File: src/rtl/uart_cmd_system_pkg.sv
// Shared definitions for the UART command system: command codes,
// ALU opcodes, controller states and the serial frame length.
package uart_cmd_system_pkg;

   localparam logic [7:0] CMD_WRITE   = 8'hAA;
   localparam logic [7:0] CMD_READ    = 8'hBB;
   localparam logic [7:0] CMD_ALU     = 8'hCC;
   localparam logic [7:0] CMD_ALU_RUN = 8'hDD;

   typedef enum logic [3:0] {
      OP_ADD, OP_SUB, OP_MUL, OP_DIV,
      OP_AND, OP_OR, OP_NAND, OP_NOR, OP_XOR, OP_XNOR,
      OP_EQ, OP_GT, OP_LT,
      OP_SHR, OP_SHL, OP_ZERO
   } alu_op_t;

   typedef enum logic [2:0] {
      ST_IDLE, ST_WR_ADDR, ST_WR_DATA, ST_RD_ADDR, ST_ALU_A, ST_ALU_B, ST_ALU_FUN
   } ctrl_state_t;

   // start + payload + even parity + stop
   function automatic int frame_bits(input int w);
      return w + 3;
   endfunction

endpackage

File: src/rtl/uart_bit_engine.sv
// Serial bit engine shared by receiver and transmitter: bit timing, shifting
// and even parity. TX_MODE selects which half of the behaviour is active.
module uart_bit_engine
   import uart_cmd_system_pkg::*;
#(
   parameter int width        = 8,
   parameter int CLKS_PER_BIT = 8,
   parameter bit TX_MODE      = 1'b0
) (
   input  logic             clk,
   input  logic             rst_n,
   input  logic             line_in,
   input  logic             load,
   input  logic [width-1:0] load_data,
   output logic             line_out,
   output logic             ready,
   output logic [width-1:0] data,
   output logic             data_valid,
   output logic             parity_error,
   output logic             stop_error
);

   localparam int FB = frame_bits(width);
   localparam int CW = (CLKS_PER_BIT > 1) ? $clog2(CLKS_PER_BIT) : 1;
   localparam int IW = $clog2(FB);
   localparam logic [CW-1:0] CNT_LAST = CW'(CLKS_PER_BIT - 1);
   localparam logic [CW-1:0] CNT_MID  = CW'(CLKS_PER_BIT / 2);
   localparam logic [IW-1:0] IDX_LAST = IW'(FB - 1);

   logic          active;
   logic [CW-1:0] cnt;
   logic [IW-1:0] idx;
   logic [FB-1:0] shifter;
   logic [1:0]    sync;
   logic          prev;
   logic          sample;
   logic [FB-1:0] frame;

   assign sample = sync[1];
   assign frame  = {sample, shifter[FB-1:1]};
   // Ready on the final tick of the stop bit lets the next frame follow with no gap.
   assign ready  = !active || (cnt == CNT_LAST && idx == IDX_LAST);

   always_ff @(posedge clk or negedge rst_n) begin
      if (!rst_n) begin
         active       <= 1'b0;
         cnt          <= '0;
         idx          <= '0;
         shifter      <= '0;
         line_out     <= 1'b1;
         sync         <= 2'b11;
         prev         <= 1'b1;
         data         <= '0;
         data_valid   <= 1'b0;
         parity_error <= 1'b0;
         stop_error   <= 1'b0;
      end else begin
         data_valid   <= 1'b0;
         parity_error <= 1'b0;
         stop_error   <= 1'b0;
         sync         <= {sync[0], line_in};
         prev         <= sample;
         if (TX_MODE) begin
            if (load && ready) begin
               shifter  <= {1'b1, ^load_data, load_data, 1'b0};
               line_out <= 1'b0;
               active   <= 1'b1;
               cnt      <= '0;
               idx      <= '0;
            end else if (active) begin
               if (cnt == CNT_LAST) begin
                  cnt <= '0;
                  if (idx == IDX_LAST) begin
                     active <= 1'b0;
                  end else begin
                     idx      <= idx + 1'b1;
                     shifter  <= shifter >> 1;
                     line_out <= shifter[1];
                  end
               end else begin
                  cnt <= cnt + 1'b1;
               end
            end
         end else if (!active) begin
            // The edge-detect cycle counts as tick 0 of the start bit.
            if (prev && !sample) begin
               active <= 1'b1;
               cnt    <= CW'(1);
               idx    <= '0;
            end
         end else begin
            cnt <= (cnt == CNT_LAST) ? '0 : cnt + 1'b1;
            if (cnt == CNT_MID) begin
               shifter <= frame;
               idx     <= idx + 1'b1;
               if (idx == '0 && sample) begin
                  active <= 1'b0;
               end else if (idx == IDX_LAST) begin
                  active       <= 1'b0;
                  data         <= frame[width:1];
                  parity_error <= (^frame[width:1]) != frame[width+1];
                  stop_error   <= !sample;
                  data_valid   <= sample && ((^frame[width:1]) == frame[width+1]);
               end
            end
         end
      end
   end

endmodule

File: src/rtl/uart_cmd_system.sv
// UART-driven register file / ALU: decodes command bytes from the receiver and
// returns read data and ALU results through a 4-byte FIFO and the transmitter.
module uart_cmd_system
   import uart_cmd_system_pkg::*;
#(
   parameter int width        = 8,
   parameter int depth        = 16,
   parameter int CLKS_PER_BIT = 8
) (
   input  logic REF_CLK,
   input  logic Reset,
   input  logic Rx_IN,
   output logic Tx_out,
   output logic Parity_error,
   output logic Stop_error
);

   localparam int AW         = $clog2(depth);
   localparam int FIFO_DEPTH = 4;

   logic [width-1:0]   rx_data;
   logic               rx_valid;
   logic               tx_ready;
   logic               tx_load;
   logic [width-1:0]   tx_data;
   logic               rx_unused_line;
   logic               rx_unused_ready;
   logic [width-1:0]   tx_unused_data;
   logic               tx_unused_valid;
   logic               tx_unused_perr;
   logic               tx_unused_serr;

   ctrl_state_t        state;
   logic [width-1:0]   regs [depth];
   logic [AW-1:0]      wr_addr;
   logic [2*width-1:0] alu_result;
   logic [2*width-1:0] alu_next;
   logic               hi_pending;
   logic               enq_valid;
   logic [width-1:0]   enq_data;

   logic [width-1:0]   fifo [FIFO_DEPTH];
   logic [1:0]         wr_ptr;
   logic [1:0]         rd_ptr;
   logic [2:0]         count;
   logic               push;

   function automatic logic [2*width-1:0] alu_calc(input alu_op_t op,
                                                   input logic [width-1:0] a,
                                                   input logic [width-1:0] b);
      logic [2*width-1:0] ea;
      logic [2*width-1:0] eb;
      ea = {{width{1'b0}}, a};
      eb = {{width{1'b0}}, b};
      case (op)
         OP_ADD:  return ea + eb;
         OP_SUB:  return ea - eb;
         OP_MUL:  return ea * eb;
         OP_DIV:  return (b == '0) ? '0 : ea / eb;
         OP_AND:  return ea & eb;
         OP_OR:   return ea | eb;
         OP_NAND: return {{width{1'b0}}, ~(a & b)};
         OP_NOR:  return {{width{1'b0}}, ~(a | b)};
         OP_XOR:  return ea ^ eb;
         OP_XNOR: return {{width{1'b0}}, ~(a ^ b)};
         OP_EQ:   return (a == b) ? (2*width)'(1) : '0;
         OP_GT:   return (a > b)  ? (2*width)'(1) : '0;
         OP_LT:   return (a < b)  ? (2*width)'(1) : '0;
         OP_SHR:  return ea >> 1;
         OP_SHL:  return ea << 1;
         default: return '0;
      endcase
   endfunction

   assign alu_next = alu_calc(alu_op_t'(rx_data[3:0]), regs[0], regs[1]);

   uart_bit_engine #(.width(width), .CLKS_PER_BIT(CLKS_PER_BIT), .TX_MODE(1'b0)) u_rx (
      .clk          (REF_CLK),
      .rst_n        (Reset),
      .line_in      (Rx_IN),
      .load         (1'b0),
      .load_data    ('0),
      .line_out     (rx_unused_line),
      .ready        (rx_unused_ready),
      .data         (rx_data),
      .data_valid   (rx_valid),
      .parity_error (Parity_error),
      .stop_error   (Stop_error)
   );

   uart_bit_engine #(.width(width), .CLKS_PER_BIT(CLKS_PER_BIT), .TX_MODE(1'b1)) u_tx (
      .clk          (REF_CLK),
      .rst_n        (Reset),
      .line_in      (1'b1),
      .load         (tx_load),
      .load_data    (tx_data),
      .line_out     (Tx_out),
      .ready        (tx_ready),
      .data         (tx_unused_data),
      .data_valid   (tx_unused_valid),
      .parity_error (tx_unused_perr),
      .stop_error   (tx_unused_serr)
   );

   // Controller: one transition per accepted byte; ALU high byte queued a cycle after the low byte.
   always_ff @(posedge REF_CLK or negedge Reset) begin
      if (!Reset) begin
         state      <= ST_IDLE;
         wr_addr    <= '0;
         alu_result <= '0;
         hi_pending <= 1'b0;
         enq_valid  <= 1'b0;
         enq_data   <= '0;
         for (int i = 0; i < depth; i++) regs[i] <= '0;
      end else begin
         enq_valid <= 1'b0;
         if (hi_pending) begin
            enq_valid  <= 1'b1;
            enq_data   <= alu_result[2*width-1:width];
            hi_pending <= 1'b0;
         end
         if (rx_valid) begin
            case (state)
               ST_IDLE: begin
                  if (rx_data == CMD_WRITE)        state <= ST_WR_ADDR;
                  else if (rx_data == CMD_READ)    state <= ST_RD_ADDR;
                  else if (rx_data == CMD_ALU)     state <= ST_ALU_A;
                  else if (rx_data == CMD_ALU_RUN) state <= ST_ALU_FUN;
               end
               ST_WR_ADDR: begin
                  wr_addr <= rx_data[AW-1:0];
                  state   <= ST_WR_DATA;
               end
               ST_WR_DATA: begin
                  regs[wr_addr] <= rx_data;
                  state         <= ST_IDLE;
               end
               ST_RD_ADDR: begin
                  enq_valid <= 1'b1;
                  enq_data  <= regs[rx_data[AW-1:0]];
                  state     <= ST_IDLE;
               end
               ST_ALU_A: begin
                  regs[0] <= rx_data;
                  state   <= ST_ALU_B;
               end
               ST_ALU_B: begin
                  regs[1] <= rx_data;
                  state   <= ST_ALU_FUN;
               end
               ST_ALU_FUN: begin
                  alu_result <= alu_next;
                  enq_valid  <= 1'b1;
                  enq_data   <= alu_next[width-1:0];
                  hi_pending <= 1'b1;
                  state      <= ST_IDLE;
               end
               default: state <= ST_IDLE;
            endcase
         end
      end
   end

   assign push    = enq_valid && (count != 3'(FIFO_DEPTH));
   assign tx_load = tx_ready && (count != '0);
   assign tx_data = fifo[rd_ptr];

   // Output FIFO: bytes arriving while full are dropped.
   always_ff @(posedge REF_CLK or negedge Reset) begin
      if (!Reset) begin
         wr_ptr <= '0;
         rd_ptr <= '0;
         count  <= '0;
         for (int i = 0; i < FIFO_DEPTH; i++) fifo[i] <= '0;
      end else begin
         if (push) begin
            fifo[wr_ptr] <= enq_data;
            wr_ptr       <= wr_ptr + 1'b1;
         end
         if (tx_load) rd_ptr <= rd_ptr + 1'b1;
         case ({push, tx_load})
            2'b10:   count <= count + 1'b1;
            2'b01:   count <= count - 1'b1;
            default: count <= count;
         endcase
      end
   end

endmodule

File: config.mk
export PLATFORM = sky130hd
export DESIGN_NAME = uart_cmd_system
export DESIGN_NICKNAME = d
export VERILOG_FILES = /design/src/rtl/uart_cmd_system_pkg.sv /design/src/rtl/uart_bit_engine.sv /design/src/rtl/uart_cmd_system.sv
export SDC_FILE = /design/constraint.sdc
export NUM_CORES = 1
export LEC_CHECK = 0
export ABC_AREA = 1
export CORE_MARGIN = 2
export CORE_UTILIZATION = 35
export CTS_CLUSTER_DIAMETER = 100
export DETAILED_ROUTE_END_ITERATION = 6
export PLACE_DENSITY = 0.5
export SYNTH_ARGS = -nofsm -noshare
export SYNTH_HDL_FRONTEND = slang
export SYNTH_HIERARCHICAL = 1
export SYNTH_SLANG_ARGS = --single-unit
File: constraint.sdc
create_clock -name REF_CLK -period 34.4 [get_ports REF_CLK]
set_clock_uncertainty 0.1 [all_clocks]
set_input_delay 6.88 -clock REF_CLK [delete_from_list [all_inputs] [get_ports REF_CLK]]
set_output_delay 6.88 -clock REF_CLK [all_outputs]
set_load 0.02 [all_outputs]
---- Yosys cells after proc, flatten, opt, wreduce, memory -nomap -nowiden ----
Index checks and enable logic that the tools add are counted.
storage, ports and cells
  output and inout port bits .............. 3
  word-level logic and storage cells ...... 227
  register bits ........................... 253
  input port bits ......................... 3
operators by class
  equal/unequal tests ..................... 38
  reduce and logical (&&, ||, !) cells .... 36
  add/subtract/negate cells ............... 10
  multiplexer cells ....................... 75
  bitwise operators ....................... 14
  divide/modulo/power cells ............... 1
  magnitude comparators ................... 8
  multipliers ............................. 1
operators with widths
  kind                count
  $pmux 16 s15        1
  $bwmux 128          1
  $mux 8              8
  $pmux 8 s2          3
  $mux 11             4
  $eq 4x4->1 const B  9
  $mux 1              33
  $bmux 8 s4          1
  $bwmux 32           1
  $demux 8 s4         1
  $eq 8x8->1 const B  4
  $mux 3              10
  $mux 4              7
  $not 8->8           3
  $eq 3x3->1 const B  6
  $and 8x8->8         2
  $bmux 8 s2          1
  $demux 8 s2         1
  $div 8x8->16        1
  $eq 4x3->1 const B  4
  $mul 8x8->16        1
  $mux 16             1
  $or 8x8->8          2
  $reduce_and 2->1    8
  43 further kinds    70

---- Longest topological paths before layout ----
  depth in word-level cells ............... 7
  mapped depth ............................ 207

---- Cells and area by module ----
Netlist, hierarchy kept.
modules (own cells, without submodules)
  module                   times used  area each (µm²)  cells each
  uart_cmd_system          1           17321.6          2385
  uart_bit_engine at u_rx  1           1438.9           158
  uart_bit_engine at u_tx  1           1285.0           166

---- Worst setup path before layout ----
No wires, ideal clock.
  kind .................................... register -> register
  start point ............................. reg regs[115] in the netlist's numbering
  end point ............................... reg enq_data[0]
  path buffers ............................ 10
  data required time ...................... 34.181 ns
  slack ................................... 8.653 ns
  cell stages (with the launch flop) ...... 200
  library setup time ...................... 0.119 ns
  data arrival time ....................... 25.528 ns
  path through ............................ dfrtp_1 > buf_4 > inv_2 > nand3_1 > nor2_2 > nand2_1 > nand2_2 > nand2_1 > inv_1 > ha_1 > o21a_1 > o21ai_2 > nor2_1 > ha_1 > inv_1 > o21bai_1 > nand2_1 > nand2_1 > (+164 left out) > ha_1 > a21boi_0 > o21a_1 > o21ai_0 > nand2_1 > a21oi_1 > o21bai_1 > a21o_1 > a21oi_1 > nand2_1 > nor2_1 > nand2_1 > nor2_1 > nand2_1 > nand2_1 > nand2_1 > nand2_1 > nand2_1
on the way
  longest elaborated chain between the ends .. 5
  elaborated cells on any way between the ends .. 12
  classes of those cells .................. div: 1; order compare: 2; eq/ne: 1; mux: 7; reduce/logical: 1
ends and longest elaborated chain
  what                                        line                    RTL
  start: declaration                          uart_cmd_system.sv:34   logic [width-1:0] regs [depth];
  start signal: indexed assignment            uart_cmd_system.sv:135  regs[wr_addr] <= rx_data;
  $div 8x8->16, or another cell as far along  uart_cmd_system.sv:59   OP_DIV: return (b == '0) ? '0 : ea / eb;
  $mux 16, or another cell as far along       uart_cmd_system.sv:59
  $pmux 16 s15 (*)                            uart_cmd_system.sv:55   case (op)
  $pmux 8 s2 (*)                              uart_cmd_system.sv:123  case (state)
  $mux 8 (*)                                  uart_cmd_system.sv:122  if (rx_valid) begin
  end signal: assignment                      uart_cmd_system.sv:119  enq_data <= alu_result[2*width-1:width];
  end signal: assignment                      uart_cmd_system.sv:140  enq_data <= regs[rx_data[AW-1:0]];
  end signal: assignment                      uart_cmd_system.sv:154  enq_data <= alu_next[width-1:0];
  end: declaration                            uart_cmd_system.sv:40   logic [width-1:0] enq_data;
Mark *: on every way between the ends. The rest lies on a longest branch, timed or not.
A chain may end at the register's enable or synchronous reset.

---- Worst setup path after layout ----
  start point ............................. reg regs[114] in the netlist's numbering
  end point ............................... reg enq_data[0]
The elaborated chain is that of the path after synthesis.

==> results.yml <==
die:
  die_h_um: 242.7
  dieArea_um2: 58890
  coreArea_um2: 56390
  chipWidth_um: 242.7
  start_util_pct: 35.36
  ios: 6
  rows: 87
timing:
  setup_violations: 0
  fmax_mhz: 35.01
  finalHoldViolCount: 0
  finalCritPeriodShare_pct: 83.03
  slew_headroom_pct: 31.33
  post-route-min-period_ps: 28560
  setup_tns_ps: 0
  drv_slew: 0
  tightest_slew_ps: 1023
  rsz0062_at_grt: "false"
routing:
  drt-initial-drc-count: 1245
  routedWlPerCell_um: 16.72
  viasPerCell: 5.119
  postRouteAntennaNets: 0
  wirelength_um: 57360
  remaining_drc_errors: 0
  dr.pass1.iters: 6
  num_vias: 17560
placement:
  place.gp.congestion: 0.9301
  placement.io_buffers: 5
  dp_hpwl_um: 41470
finish:
  area_delta_synth_final_pct: 7.586
  nNetsFinal: 2878
  drive_gt1_share_pct: 7.963
  n_antenna_cell: 0
  final_util_pct: 38.04
  n_fill_cell: 5994
worst_setup_path:
  criticalPathCategory: "register to register"
  crit_path_max_fanout: 21
  required_ps: 34720
  cp.depth: 187
  reg2reg_depth: 187
  critPathMaxStageDelay_ps: 550
  cpMostUsedCell: "nand2_1"
  worst-path-buf-inv: 29
  worstSetupStartpointType: "register"
  cp.arrival_ps: 28890
  cp-end-kind: "register"
  cp_top_family: "compound AO/OA/AOI/OAI gates"
  slowest_stage: "dfrtp_1"
synthesis:
  avgSynthCellArea_um2: 7.404
  syn_area_um2: 19940
  synth_cells: 2693
  ys_warn_count: 8
cts:
  cts_max_level: 1
  postCtsSetupRepairBufs: 0
  clk_path_buf_depth: 3
  cts_buffers: 25
  cts_tree: "built"
  clk_pin_slew_ps: 70
  clkLatencyLatePin_ps: 530
  cts_root_buffer: "clkbuf_16"
  cts-hold-fix-buffers: 0
  cts_resized: 0
  cts_sinks: 242
hold_path:
  hp-class: "register to register"
  hold_depth: 0
run_status:
  status: "finished, final reports clean"
global_routing:
  grt_pass1_wl_um: 92870
  grt_overflow_total: 0
  grt_use_total_pct: 19.42
  antenna_found_initial: 1
  grt_pass1_vias: 16920
  grt_max_degree: 101
job:
  cap_violations: 0
[flip-flops by register name (all words and copies together) (netlist names), 8 cells and up]
register      count
u_rx/shifter      9
fifo             32
u_tx/shifter     10
u_rx/data         8
enq_data          8
regs            128
alu_result        8
[through the flow]
step / instances / instance area, um^2 / hold slack [ps] / worst slack, ps
after floorplan: 2700 / 19970 / 245.2 / 8653
after global placement: 3388 / 20700 / 249.0 / 6916
after detailed placement: 3388 / 20700 / 247.0 / 5972
after CTS: 3431 / 21450 / 255.8 / 5875
after global routing: 3431 / 21450 / 257.3 / 2635
final: 3431 / 21450 / 255.1 / 5836
[per-layer routing]
metal | routed length [um] | track usage, % | vias to the layer above
met5 | 13 | 0 | -
met1 | 27810 | 27.62 | 8337
met3 | 2570 | 2.123 | 73
li1 | - | - | 8777
met2 | 26040 | 32.18 | 375
met4 | 918 | 3.320 | 2
[cell usage in the layout (no fill, tap or decap), types with 35 or more instances in the layout]
cell,count
a21oi_1,81
a31oi_1,35
dfrtp_1,238
fa_1,39
ha_1,177
inv_1,331
nand2_1,698
nand3_1,117
nor2_1,148
o21ai_0,285
xnor2_1,37
xor2_1,38
[worst paths after layout]
check / start / endpoint / slack, ps
worst min register to register: u_rx/sync[0]$_DFF_PN1_ / u_rx/sync[1]$_DFF_PN1_ / 260
worst max-delay path: regs[114]$_DFFE_PN0P_ / enq_data[0]$_DFF_PN0_ / 5840
worst min-delay path: u_rx/sync[0]$_DFF_PN1_ / u_rx/sync[1]$_DFF_PN1_ / 260
max in group asynchronous: Reset / u_rx/shifter[3]$_DFFE_PN0P_ / 26400
min in group asynchronous: Reset / count[2]$_DFFE_PN0P_ / 6300
worst max register to register: regs[114]$_DFFE_PN0P_ / enq_data[0]$_DFF_PN0_ / 5840
[cell type report]
class | instances | area (um^2) | area share, %
sequential | 242 | 6061 | 28.25
tap | 756 | 945.9 | 4.409
clock inverter | 6 | 33.78 | 0.1575
inverter | 353 | 1330 | 6.200
timing repair buffer | 26 | 212.7 | 0.9915
clock buffer | 37 | 720.7 | 3.360
multi-input combinational | 2011 | 12150 | 56.63
Power is not shown: default switching activity piles up to over one toggle a cycle in this logic, so the estimate is an artifact.
